==> src/rtl/ndn_pkg.sv <==
// Shared NDN forwarding-plane constants and the PIT controller state encoding.
package ndn_pkg;

    localparam int PREFIX_W   = 64;
    localparam int LEN_W      = 6;
    localparam int PIT_DEPTH  = 16;
    localparam int IDX_W      = $clog2(PIT_DEPTH);
    localparam int DATA_BYTES = 1024;
    localparam int CNT_W      = 11;

    typedef enum logic [2:0] {
        S_IDLE   = 3'd0,
        S_SEARCH = 3'd1,
        S_ALLOC  = 3'd2,
        S_FWD    = 3'd3,
        S_GRANT  = 3'd4,
        S_STREAM = 3'd5,
        S_REJECT = 3'd6
    } pit_state_e;

endpackage

==> src/rtl/pit_entry_store.sv <==
// PIT entry register file: one combinational read port, one set port, one clear port.
module pit_entry_store
    import ndn_pkg::*;
(
    input  logic                 clk,
    input  logic                 rst,
    input  logic [IDX_W-1:0]     rd_idx,
    output logic                 rd_valid,
    output logic [LEN_W-1:0]     rd_len,
    output logic [PREFIX_W-1:0]  rd_prefix,
    input  logic                 wr_en,
    input  logic [IDX_W-1:0]     wr_idx,
    input  logic [LEN_W-1:0]     wr_len,
    input  logic [PREFIX_W-1:0]  wr_prefix,
    input  logic                 clr_en,
    input  logic [IDX_W-1:0]     clr_idx,
    output logic [PIT_DEPTH-1:0] valid_mask
);

    logic [PIT_DEPTH-1:0] valid_q;
    logic [LEN_W-1:0]     len_q    [PIT_DEPTH];
    logic [PREFIX_W-1:0]  prefix_q [PIT_DEPTH];

    // Only the valid bits need reset; key fields are ignored while invalid.
    always_ff @(posedge clk or negedge rst) begin
        if (!rst) begin
            valid_q <= '0;
        end else begin
            if (wr_en)  valid_q[wr_idx]  <= 1'b1;
            if (clr_en) valid_q[clr_idx] <= 1'b0;
        end
    end

    always_ff @(posedge clk) begin
        if (wr_en) begin
            len_q[wr_idx]    <= wr_len;
            prefix_q[wr_idx] <= wr_prefix;
        end
    end

    assign rd_valid   = valid_q[rd_idx];
    assign rd_len     = len_q[rd_idx];
    assign rd_prefix  = prefix_q[rd_idx];
    assign valid_mask = valid_q;

endmodule

==> src/rtl/pit_table.sv <==
// Pending Interest Table controller: sequential 16-entry search, interest
// aggregation/forwarding, and data grant with a 1024-byte stream pass-through.
module pit_table
    import ndn_pkg::*;
(
    input  logic                 clk,
    input  logic                 rst,
    input  logic                 interest_valid,
    input  logic [PREFIX_W-1:0]  interest_prefix,
    input  logic [LEN_W-1:0]     interest_len,
    output logic                 interest_ready,
    output logic                 fib_out_bit,
    output logic [PREFIX_W-1:0]  fib_prefix,
    output logic [LEN_W-1:0]     fib_len,
    input  logic                 prefix_ready,
    input  logic [PREFIX_W-1:0]  data_prefix,
    input  logic [LEN_W-1:0]     data_len,
    output logic                 start_send_to_pit,
    output logic                 rejected,
    input  logic [7:0]           fib_data,
    output logic [7:0]           pkt_out_data,
    output logic                 pkt_out_valid,
    output logic                 interest_dropped,
    output pit_state_e           state_dbg,
    output logic [PIT_DEPTH-1:0] valid_dbg
);

    pit_state_e           state;
    logic [PREFIX_W-1:0]  key_prefix;
    logic [LEN_W-1:0]     key_len;
    logic                 key_is_data;
    logic [IDX_W-1:0]     idx;
    logic                 match_found;
    logic [IDX_W-1:0]     match_idx;
    logic                 free_found;
    logic [IDX_W-1:0]     free_idx;
    logic                 pend_valid;
    logic [PREFIX_W-1:0]  pend_prefix;
    logic [LEN_W-1:0]     pend_len;
    logic [CNT_W-1:0]     byte_cnt;

    logic                 rd_valid;
    logic [LEN_W-1:0]     rd_len;
    logic [PREFIX_W-1:0]  rd_prefix;
    logic                 cur_match;
    logic                 hit;
    logic [IDX_W-1:0]     hit_idx;
    logic                 has_free;
    logic [IDX_W-1:0]     free_sel;

    pit_entry_store u_store (
        .clk        (clk),
        .rst        (rst),
        .rd_idx     (idx),
        .rd_valid   (rd_valid),
        .rd_len     (rd_len),
        .rd_prefix  (rd_prefix),
        .wr_en      (state == S_ALLOC),
        .wr_idx     (free_idx),
        .wr_len     (key_len),
        .wr_prefix  (key_prefix),
        .clr_en     (state == S_GRANT),
        .clr_idx    (match_idx),
        .valid_mask (valid_dbg)
    );

    // Final-cycle decision folds in the entry being compared right now.
    assign cur_match = rd_valid && (rd_len == key_len) && (rd_prefix == key_prefix);
    assign hit       = match_found || cur_match;
    assign hit_idx   = match_found ? match_idx : idx;
    assign has_free  = free_found || !rd_valid;
    assign free_sel  = free_found ? free_idx : idx;

    // Interest handshake: a beat transfers on a rising edge where both
    // interest_valid and interest_ready are 1; ready drops whenever a data
    // request (live or pending) is waiting, so data always wins the IDLE slot.
    assign interest_ready = rst && (state == S_IDLE) && !pend_valid && !prefix_ready;
    assign state_dbg      = state;

    always_ff @(posedge clk or negedge rst) begin
        if (!rst) begin
            state             <= S_IDLE;
            key_prefix        <= '0;
            key_len           <= '0;
            key_is_data       <= 1'b0;
            idx               <= '0;
            match_found       <= 1'b0;
            match_idx         <= '0;
            free_found        <= 1'b0;
            free_idx          <= '0;
            pend_valid        <= 1'b0;
            pend_prefix       <= '0;
            pend_len          <= '0;
            byte_cnt          <= '0;
            fib_out_bit       <= 1'b0;
            fib_prefix        <= '0;
            fib_len           <= '0;
            start_send_to_pit <= 1'b0;
            rejected          <= 1'b0;
            interest_dropped  <= 1'b0;
            pkt_out_valid     <= 1'b0;
            pkt_out_data      <= '0;
        end else begin
            fib_out_bit       <= 1'b0;
            fib_prefix        <= '0;
            fib_len           <= '0;
            start_send_to_pit <= 1'b0;
            rejected          <= 1'b0;
            interest_dropped  <= 1'b0;
            pkt_out_valid     <= 1'b0;
            pkt_out_data      <= '0;

            if (prefix_ready && (state != S_IDLE) && !pend_valid) begin
                pend_valid  <= 1'b1;
                pend_prefix <= data_prefix;
                pend_len    <= data_len;
            end

            case (state)
                S_IDLE: begin
                    idx         <= '0;
                    match_found <= 1'b0;
                    free_found  <= 1'b0;
                    if (pend_valid) begin
                        key_prefix  <= pend_prefix;
                        key_len     <= pend_len;
                        key_is_data <= 1'b1;
                        state       <= S_SEARCH;
                        // A fresh request arriving now refills the slot just drained.
                        pend_valid  <= prefix_ready;
                        if (prefix_ready) begin
                            pend_prefix <= data_prefix;
                            pend_len    <= data_len;
                        end
                    end else if (prefix_ready) begin
                        key_prefix  <= data_prefix;
                        key_len     <= data_len;
                        key_is_data <= 1'b1;
                        state       <= S_SEARCH;
                    end else if (interest_valid) begin
                        key_prefix  <= interest_prefix;
                        key_len     <= interest_len;
                        key_is_data <= 1'b0;
                        state       <= S_SEARCH;
                    end
                end
                S_SEARCH: begin
                    if (cur_match && !match_found) begin
                        match_found <= 1'b1;
                        match_idx   <= idx;
                    end
                    if (!rd_valid && !free_found) begin
                        free_found <= 1'b1;
                        free_idx   <= idx;
                    end
                    idx <= idx + 1'b1;
                    if (idx == IDX_W'(PIT_DEPTH - 1)) begin
                        match_idx <= hit_idx;
                        free_idx  <= free_sel;
                        if (key_is_data) begin
                            if (hit) begin
                                state             <= S_GRANT;
                                start_send_to_pit <= 1'b1;
                            end else begin
                                state    <= S_REJECT;
                                rejected <= 1'b1;
                            end
                        end else if (hit) begin
                            state <= S_IDLE;
                        end else if (has_free) begin
                            state <= S_ALLOC;
                        end else begin
                            state            <= S_IDLE;
                            interest_dropped <= 1'b1;
                        end
                    end
                end
                S_ALLOC: begin
                    fib_out_bit <= 1'b1;
                    fib_prefix  <= key_prefix;
                    fib_len     <= key_len;
                    state       <= S_FWD;
                end
                S_FWD: begin
                    state <= S_IDLE;
                end
                S_GRANT: begin
                    byte_cnt <= '0;
                    state    <= S_STREAM;
                end
                S_STREAM: begin
                    pkt_out_valid <= 1'b1;
                    pkt_out_data  <= fib_data;
                    byte_cnt      <= byte_cnt + 1'b1;
                    if (byte_cnt == CNT_W'(DATA_BYTES - 1)) begin
                        state <= S_IDLE;
                    end
                end
                S_REJECT: begin
                    state <= S_IDLE;
                end
                default: begin
                    state <= S_IDLE;
                end
            endcase
        end
    end

endmodule

==> config.mk <==
export PLATFORM = sky130hd
export DESIGN_NAME = pit_table
export DESIGN_NICKNAME = d
export VERILOG_FILES = /design/src/rtl/ndn_pkg.sv /design/src/rtl/pit_entry_store.sv /design/src/rtl/pit_table.sv
export SDC_FILE = /design/constraint.sdc
export NUM_CORES = 2
export LEC_CHECK = 0
export ABC_AREA = 1
export CORE_UTILIZATION = 34
export DETAILED_ROUTE_END_ITERATION = 7
export PLACE_DENSITY = 0.54
export SLEW_MARGIN = 20
export SYNTH_ARGS = -nofsm -noshare
export SYNTH_HDL_FRONTEND = slang
export SYNTH_SLANG_ARGS = --single-unit
==> constraint.sdc <==
create_clock -name clk -period 5.75 [get_ports clk]
set_input_delay 1.15 -clock clk [delete_from_list [all_inputs] [get_ports clk]]
set_output_delay 1.15 -clock clk [all_outputs]
set_load 0.005 [all_outputs]
; ---- Word-level counts from Yosys, hierarchy flattened
; Memory sizes are Yosys's and may differ from the RTL's.
; Cells that the tools add are included.
[totals]
regBits = 269
latch_bits = 0
ram_bits = 1120
romBits = 0
input_bits = 152
out_inout_bits = 103
elab_cells = 149
memories = 2
[op_classes]
n_addsub = 2
mul = 0
div_mod_pow = 0
order_cmp = 5
n_eq_ne = 15
shifts = 0
mux = 69
bitwise = 3
n_reduce_logical = 31
[memory_table]
columns = name, words, width, read_ports, rd_ports_with_merged_regs, write_ports, line
row1 = u_store.prefix_q, 16, 64, 1, 0, 1, pit_entry_store.sv:22  ; logic [PREFIX_W-1:0] prefix_q [PIT_DEPTH];
row2 = u_store.len_q, 16, 6, 1, 0, 1, pit_entry_store.sv:21  ; logic [LEN_W-1:0] len_q [PIT_DEPTH];
[op_table]
columns = cell, n
row1 = 2-to-1 mux 64 bit, 8
row2 = == test 64 bit, 1
row3 = 2-to-1 mux 6 bit, 8
row4 = 2-to-1 mux 16 bit, 2
row5 = 2-to-1 mux 1 bit, 27
row6 = 2-to-1 mux 4 bit, 6
row7 = case mux 11 bit (2 select lines), 1
row8 = 2-to-1 mux 3 bit, 6
row9 = AND 16 bit, 1
row10 = inverter 16 bit, 1
row11 = OR 16 bit, 1
row12 = "< comparator 4 x 5 -> 1 bit, second input constant", 3
row13 = case mux 3 bit (5 select lines), 1
row14 = "!= test 2 bit, second input constant", 6
row15 = "adder 11 x 1 -> 11 bit, second input constant", 1
row16 = "== test 11 x 10 -> 1 bit, second input constant", 1
row17 = logical AND 1 bit, 11
row18 = AND reduction 3 bit, 3
row19 = demux 1 bit (select 4 bit), 2
row20 = ">= comparator 4 x 1 -> 1 bit, second input constant", 2
row21 = 2-to-1 mux 8 bit, 1
row22 = case mux 4 bit (2 select lines), 1
row23 = nonzero test 2 bit, 4
row24 = "== test 3 bit, second input constant", 2
row25 = other kinds (14), 25

; ---- Longest topological paths before layout
[depth]
word_depth = 9
mapped_depth = 22
mapped_depth_nobuf = 19

; ---- By module
; A second synthesis with hierarchy kept.
[hier_totals]
cells_unflattened = 6174
hier_area_um2 = 60653.2
[modules_own_cells]
columns = mod, n_inst, cells_each, area_per_inst_um2, seq_area_each_um2
row1 = pit_entry_store, 1, 4654, 48626.6, 34032.6
row2 = pit_table, 1, 1520, 12026.5, 6331.1

; ---- Worst setup path after synthesis
; OpenSTA, ideal clock, no wires.
[synth_path]
kind = register to register
start = register state[0], in the netlist state_dbg[0]
end = memory u_store.len_q[12][0] (enable)
setup_time_ns = 0.500
arrival_ns = 4.184
t_required_ns = 5.250
slack_ns = 1.066
stages_incl_launch_ff = 6
n_path_buf = 0
synth_period_minus_slack_ns = 4.684
cell_sequence = dfrtp_1 -> nor3_1 -> inv_2 -> nor3_1 -> inv_1 -> nor2_1
[synth_between]
elab_chain_len = 3
[synth_lines]
columns = element, line
row1 = "start, declared", pit_table.sv:28  ; pit_state_e state;
row2 = "start signal, assigned", pit_table.sv:82  ; state <= S_IDLE;
row3 = "start signal, assigned", pit_table.sv:128  ; state <= S_SEARCH;
row4 = "start signal, assigned", pit_table.sv:139  ; state <= S_SEARCH;
row5 = == test 3 x 2 -> 1 bit, pit_table.sv:58  ; .wr_en (state == S_ALLOC),
row6 = named net u_store.wr_en, pit_entry_store.sv:11  ; input logic wr_en,
row7 = 2-to-1 mux 1 bit, pit_entry_store.sv:35  ; if (wr_en) begin
row8 = 2-to-1 mux 1 bit (not written as such), pit_entry_store.sv:36  ; len_q[wr_idx] <= wr_len;
row9 = "end, declared", pit_entry_store.sv:21
; The timed path passes the listed nets, and every way through them passes these cells.

; ---- Final worst setup path
[layout_path]
start = register idx[0]
end = register match_idx[3]
[layout_between]
elab_chain_len = 7
elab_cells_between_ends = 14
cone_classes = 4 x eq/ne / 3 x mux / 5 x reduce/logical / 2 x memory
[layout_lines]
columns = element, line
row1 = "start, declared", pit_table.sv:32  ; logic [IDX_W-1:0] idx;
row2 = "start signal, assigned", pit_table.sv:156  ; idx <= idx + 1'b1;
row3 = branches (longest 7 deep; another with memory read (16 x 64 bit)), -
row4 = "end signal, assigned", pit_table.sv:150  ; match_idx <= idx;
row5 = "end signal, assigned", pit_table.sv:158  ; match_idx <= hit_idx;
row6 = "end, declared", pit_table.sv:34  ; logic [IDX_W-1:0] match_idx;
; Several ways; the timed one is not identified. The select of a mux whose other input is x is not followed.
; A chain may end at the register's enable or synchronous reset.

==> flow_metrics.py <==
metrics = {
    "synthesis": {
        "synth.distinct_cells": 39,
        "yosysWarnings": 0,
        "ys_seq_elements": 1389,
        "yosys.area.top_type_share": 0.588,
        "syn_avg_cell_area_um2": 10.8,
        "syn_nets": 5446,
        "yosysTopAreaCell": "edfxtp_1",
        "yosysSeqAreaShare": 0.706,
        "synth_area_leaders": "edfxtp_1, dfrtp_1, nand2_1",
        "syn_inst": 5292,
        "netlist_area_um2": 57200,
    },
    "setup_path": {
        "cp_slowest_cell": "dfrtp_4",
        "cp_max_fo": 119,
        "crit_arrival_ns": 5.07,
        "cp_cell_sequence": "inv_8 -> buf_12 -> buf_4 -> nand2_1 -> nand3_1 -> nand2_1 -> nor2_1 -> nand2_1 -> nand3_1 -> nand2_1 -> nor2_1 -> nand2_1 -> nor2_1 -> nand2_1 -> nor2_2 -> nand3_2 -> nor2_1 -> nand2_1 -> nand2_1 -> inv_1",
        "crit_type": "reg2reg",
        "critical_path_buf_inv_count": 4,
        "ff2ff_path_depth": 20,
        "end_kind": "flip-flop",
        "crit_start": "idx[0]$_DFFE_PN0P_",
        "cpPeakStageDelay_ns": 0.68,
        "r2r_start": "idx[0]$_DFFE_PN0P_",
        "cp_common_cell": "nand2_1",
        "r2r_end": "match_idx[3]$_DFFE_PN0P_",
        "cp.required_ns": 6.44,
        "reg2reg_slack_ns": 1.36,
        "critPathTopFamily": "simple AND/OR/NAND/NOR gates",
        "startpoint_type": "flip-flop",
    },
    "global_routing": {
        "grt_pass1_vias": 37300,
        "track_usage": 0.206,
        "grt_start_max_net_pins": 156,
        "grt_pass1_wl_mm": 256,
        "grt-ovfl-total": 0,
        "antenna_found_initial": 9,
    },
    "power_and_ir_drop": {
        "seqPwrFrac": 0.404,
        "peakVddDrop_mv": 0.359,
        "pwr-share-clk": 0.272,
        "combPwrFrac": 0.323,
        "p_switching_w": 0.0128,
        "p_per_area_nw_per_um2": 503,
        "intPower_w": 0.0210,
        "p_leak_nw": 26.0,
        "power_w": 0.0338,
        "swShare": 0.378,
    },
    "clocking": {
        "htree_levels": 4,
        "cts_buffers": 145,
        "root_buffer": "clkbuf_16",
        "cts_sinks": 1389,
        "clockBufferDepth": 3,
        "worstSkewPairLatency_ns": 0.80,
        "postCtsSetupBuffers": 0,
        "cts_hold_buf": 0,
        "path_clk_slew_ns": 0.06,
        "cts_tree": "built",
        "post_cts_resized": 0,
    },
    "die": {
        "dieArea_um2": 170000,
        "die_x_um": 412,
        "die_h_um": 412,
        "core_um2": 167000,
        "ios": 255,
        "initial_utilization": 0.342,
        "rows": 150,
    },
    "sta": {
        "min_period_ns": 4.39,
        "rsz0062_at_grt": "no",
        "tightest_slew_ns": 1.14,
        "fin_hold_ws_ns": 0.321,
        "skew_ns": 0.0323,
        "slew_headroom": 0.238,
        "fmax_mhz": 228,
        "drv_slew": 0,
        "period_share": 0.763,
        "hold_viol_final": 0,
        "finalSetupTns_ns": 0,
        "setup_viol": 0,
    },
    "routing": {
        "drcViolationCount": 0,
        "routed_wl_mm": 176,
        "routedWlPerCell_um": 22.4,
        "firstDrtPassIters": 6,
        "ant_nets": 0,
        "dr.first_iter.drc_count": 4149,
        "vias": 39200,
        "drt-vias-per-instance": 4.98,
    },
    "placed_design": {
        "globalplace.congestion": 0.826,
        "place_inst": 7611,
        "placed_cell_area_um2": 62700,
        "portBuffers": 254,
        "hpwl_mm": 105,
    },
    "min_path": {
        "min_path_type": "in2async",
    },
    "layout": {
        "syn_to_final_growth_pct": 17.6,
        "final_cell_area_um2": 67200,
        "nets": 5708,
        "stdcell_count": 7878,
        "drive_gt1_frac": 0.0667,
    },
    "run": {
        "cap_violations": 0,
    },
    "outcome": {
        "status": "finished clean",
    },
}
## placed cells by master, fill, tap and decap left out, types with 8 or more instances in the layout
master and instances:
o21ai_1 32, edfxtp_1 1120, clkbuf_1 45, inv_1 304, clkbuf_8 8, bufinv_16 8
nor2_1 629, clkbuf_16 149, nand2_1 1646, clkinv_1 22, nand3_1 409, dfrtp_1 265
o221ai_1 70, clkdlybuf4s50_1 253, clkinv_2 22, buf_12 30, buf_4 110, nor3_1 8
o211ai_1 47, a21oi_1 121, o21ai_0 293, nor2_4 16, o22ai_1 9
## flip-flops by register name (all words and copies together) (netlist names), 8 cells and up
| signal | cells |
|---|---|
| u_store.len_q | 96 |
| u_store.prefix_q | 1024 |
| fib_prefix | 64 |
| byte_cnt | 11 |
| key_prefix | 64 |
| pkt_out_data | 8 |
| pend_prefix | 64 |
| u_store.valid_mask | 16 |
## cells by family (layout without fill, tap and decap cells)
family | count (synthesis) | count (layout) | synth area share
simple gates | 2729 | 2729 | 0.190
flops | 1389 | 1389 | 0.706
buf+inv | 591 | 969 | 0.0459
compound gates | 581 | 581 | 0.0582
fa+ha+maj | 2 | 2 | 0.000437
other cells | 0 | 4 | 0
## layout make-up
type | instances | area (µm²)
Fill cell | 16000 | 99800
Multi-Input combinational cell | 3312 | 14300
Timing Repair Buffer | 394 | 3970
Tap cell | 2204 | 2760
Clock inverter | 61 | 574
Antenna cell | 4 | 10.0
Inverter | 312 | 1200
Sequential cell | 1389 | 40400
Clock buffer | 202 | 4010
## worst max-delay path by stage
| stage | to | slack, ns | depth (start not counted) |
|---|---|---|---|
| floorplan | u_store.len_q[12][0]$_DFFE_PP_ | 1.07 | 5 |
| global placement | match_idx[3]$_DFFE_PN0P_ | 1.32 | 20 |
| detailed placement | match_idx[3]$_DFFE_PN0P_ | 1.36 | 20 |
| CTS | match_idx[3]$_DFFE_PN0P_ | 1.35 | 20 |
| global route | match_idx[1]$_DFFE_PN0P_ | 1.04 | 19 |
| finish | match_idx[3]$_DFFE_PN0P_ | 1.36 | 20 |
## metal layers
layer / global-route usage / vias up / wire length, µm
met1: 0.296 / 19100 / 79500
met2: 0.315 / 1473 / 78500
met5: 0 / - / 0
met4: 0.0617 / 0 / 4310
met3: 0.0395 / 210 / 13900
li1: - / 18400 / -
## synthesized netlist by cell type, drive strengths merged
cell    number
clkinv       1
a21oi      121
o21ai      327
nor4         1
o32ai        1
o22a         1
nand3b       6
ha           2
a22o         1
nand4        2
inv        311
nor3         8
clkbuf      86
o22ai        9
dfrtp      269
or2          5
buf        193
nor2       649
edfxtp    1120
a32o         2
o211ai      47
nand3      410
o31ai        1
nand2     1648
a31o         1
o221ai      70
## worst reg2reg max path, stage by stage (launching register included)
cell and delay, ns:
dfrtp_4 0.68, inv_8 0.51, buf_12 0.69, buf_4 0.29, nand2_1 0.07, nand3_1 0.08
nand2_1 0.05, nor2_1 0.15, nand2_1 0.09, nand3_1 0.12, nand2_1 0.09, nor2_1 0.35
nand2_1 0.14, nor2_1 0.12, nand2_1 0.09, nor2_2 0.28, nand3_2 0.19, nor2_1 0.14
nand2_1 0.06, nand2_1 0.08, inv_1 0.04
## stage by stage
stage | util | setup slack, ns
CTS | 0.403 | 1.35
finish | 0.403 | 1.36
global route | 0.403 | 1.04
global placement | 0.375 | 1.32
detailed placement | 0.375 | 1.36
floorplan | - | 1.07
## power by group through the flow
stage	clock network [W]	logic (W)	registers, W
after CTS	0.00937	0.0110	0.0137
after global routing	0.00973	0.0121	0.0138
after floorplan	0	0.00626	0.0138
after detailed placement	0	0.0109	0.0139
after global placement	0	0.0108	0.0138
final	0.00921	0.0109	0.0137
No activity file was read; power rests on OpenSTA's default activity.
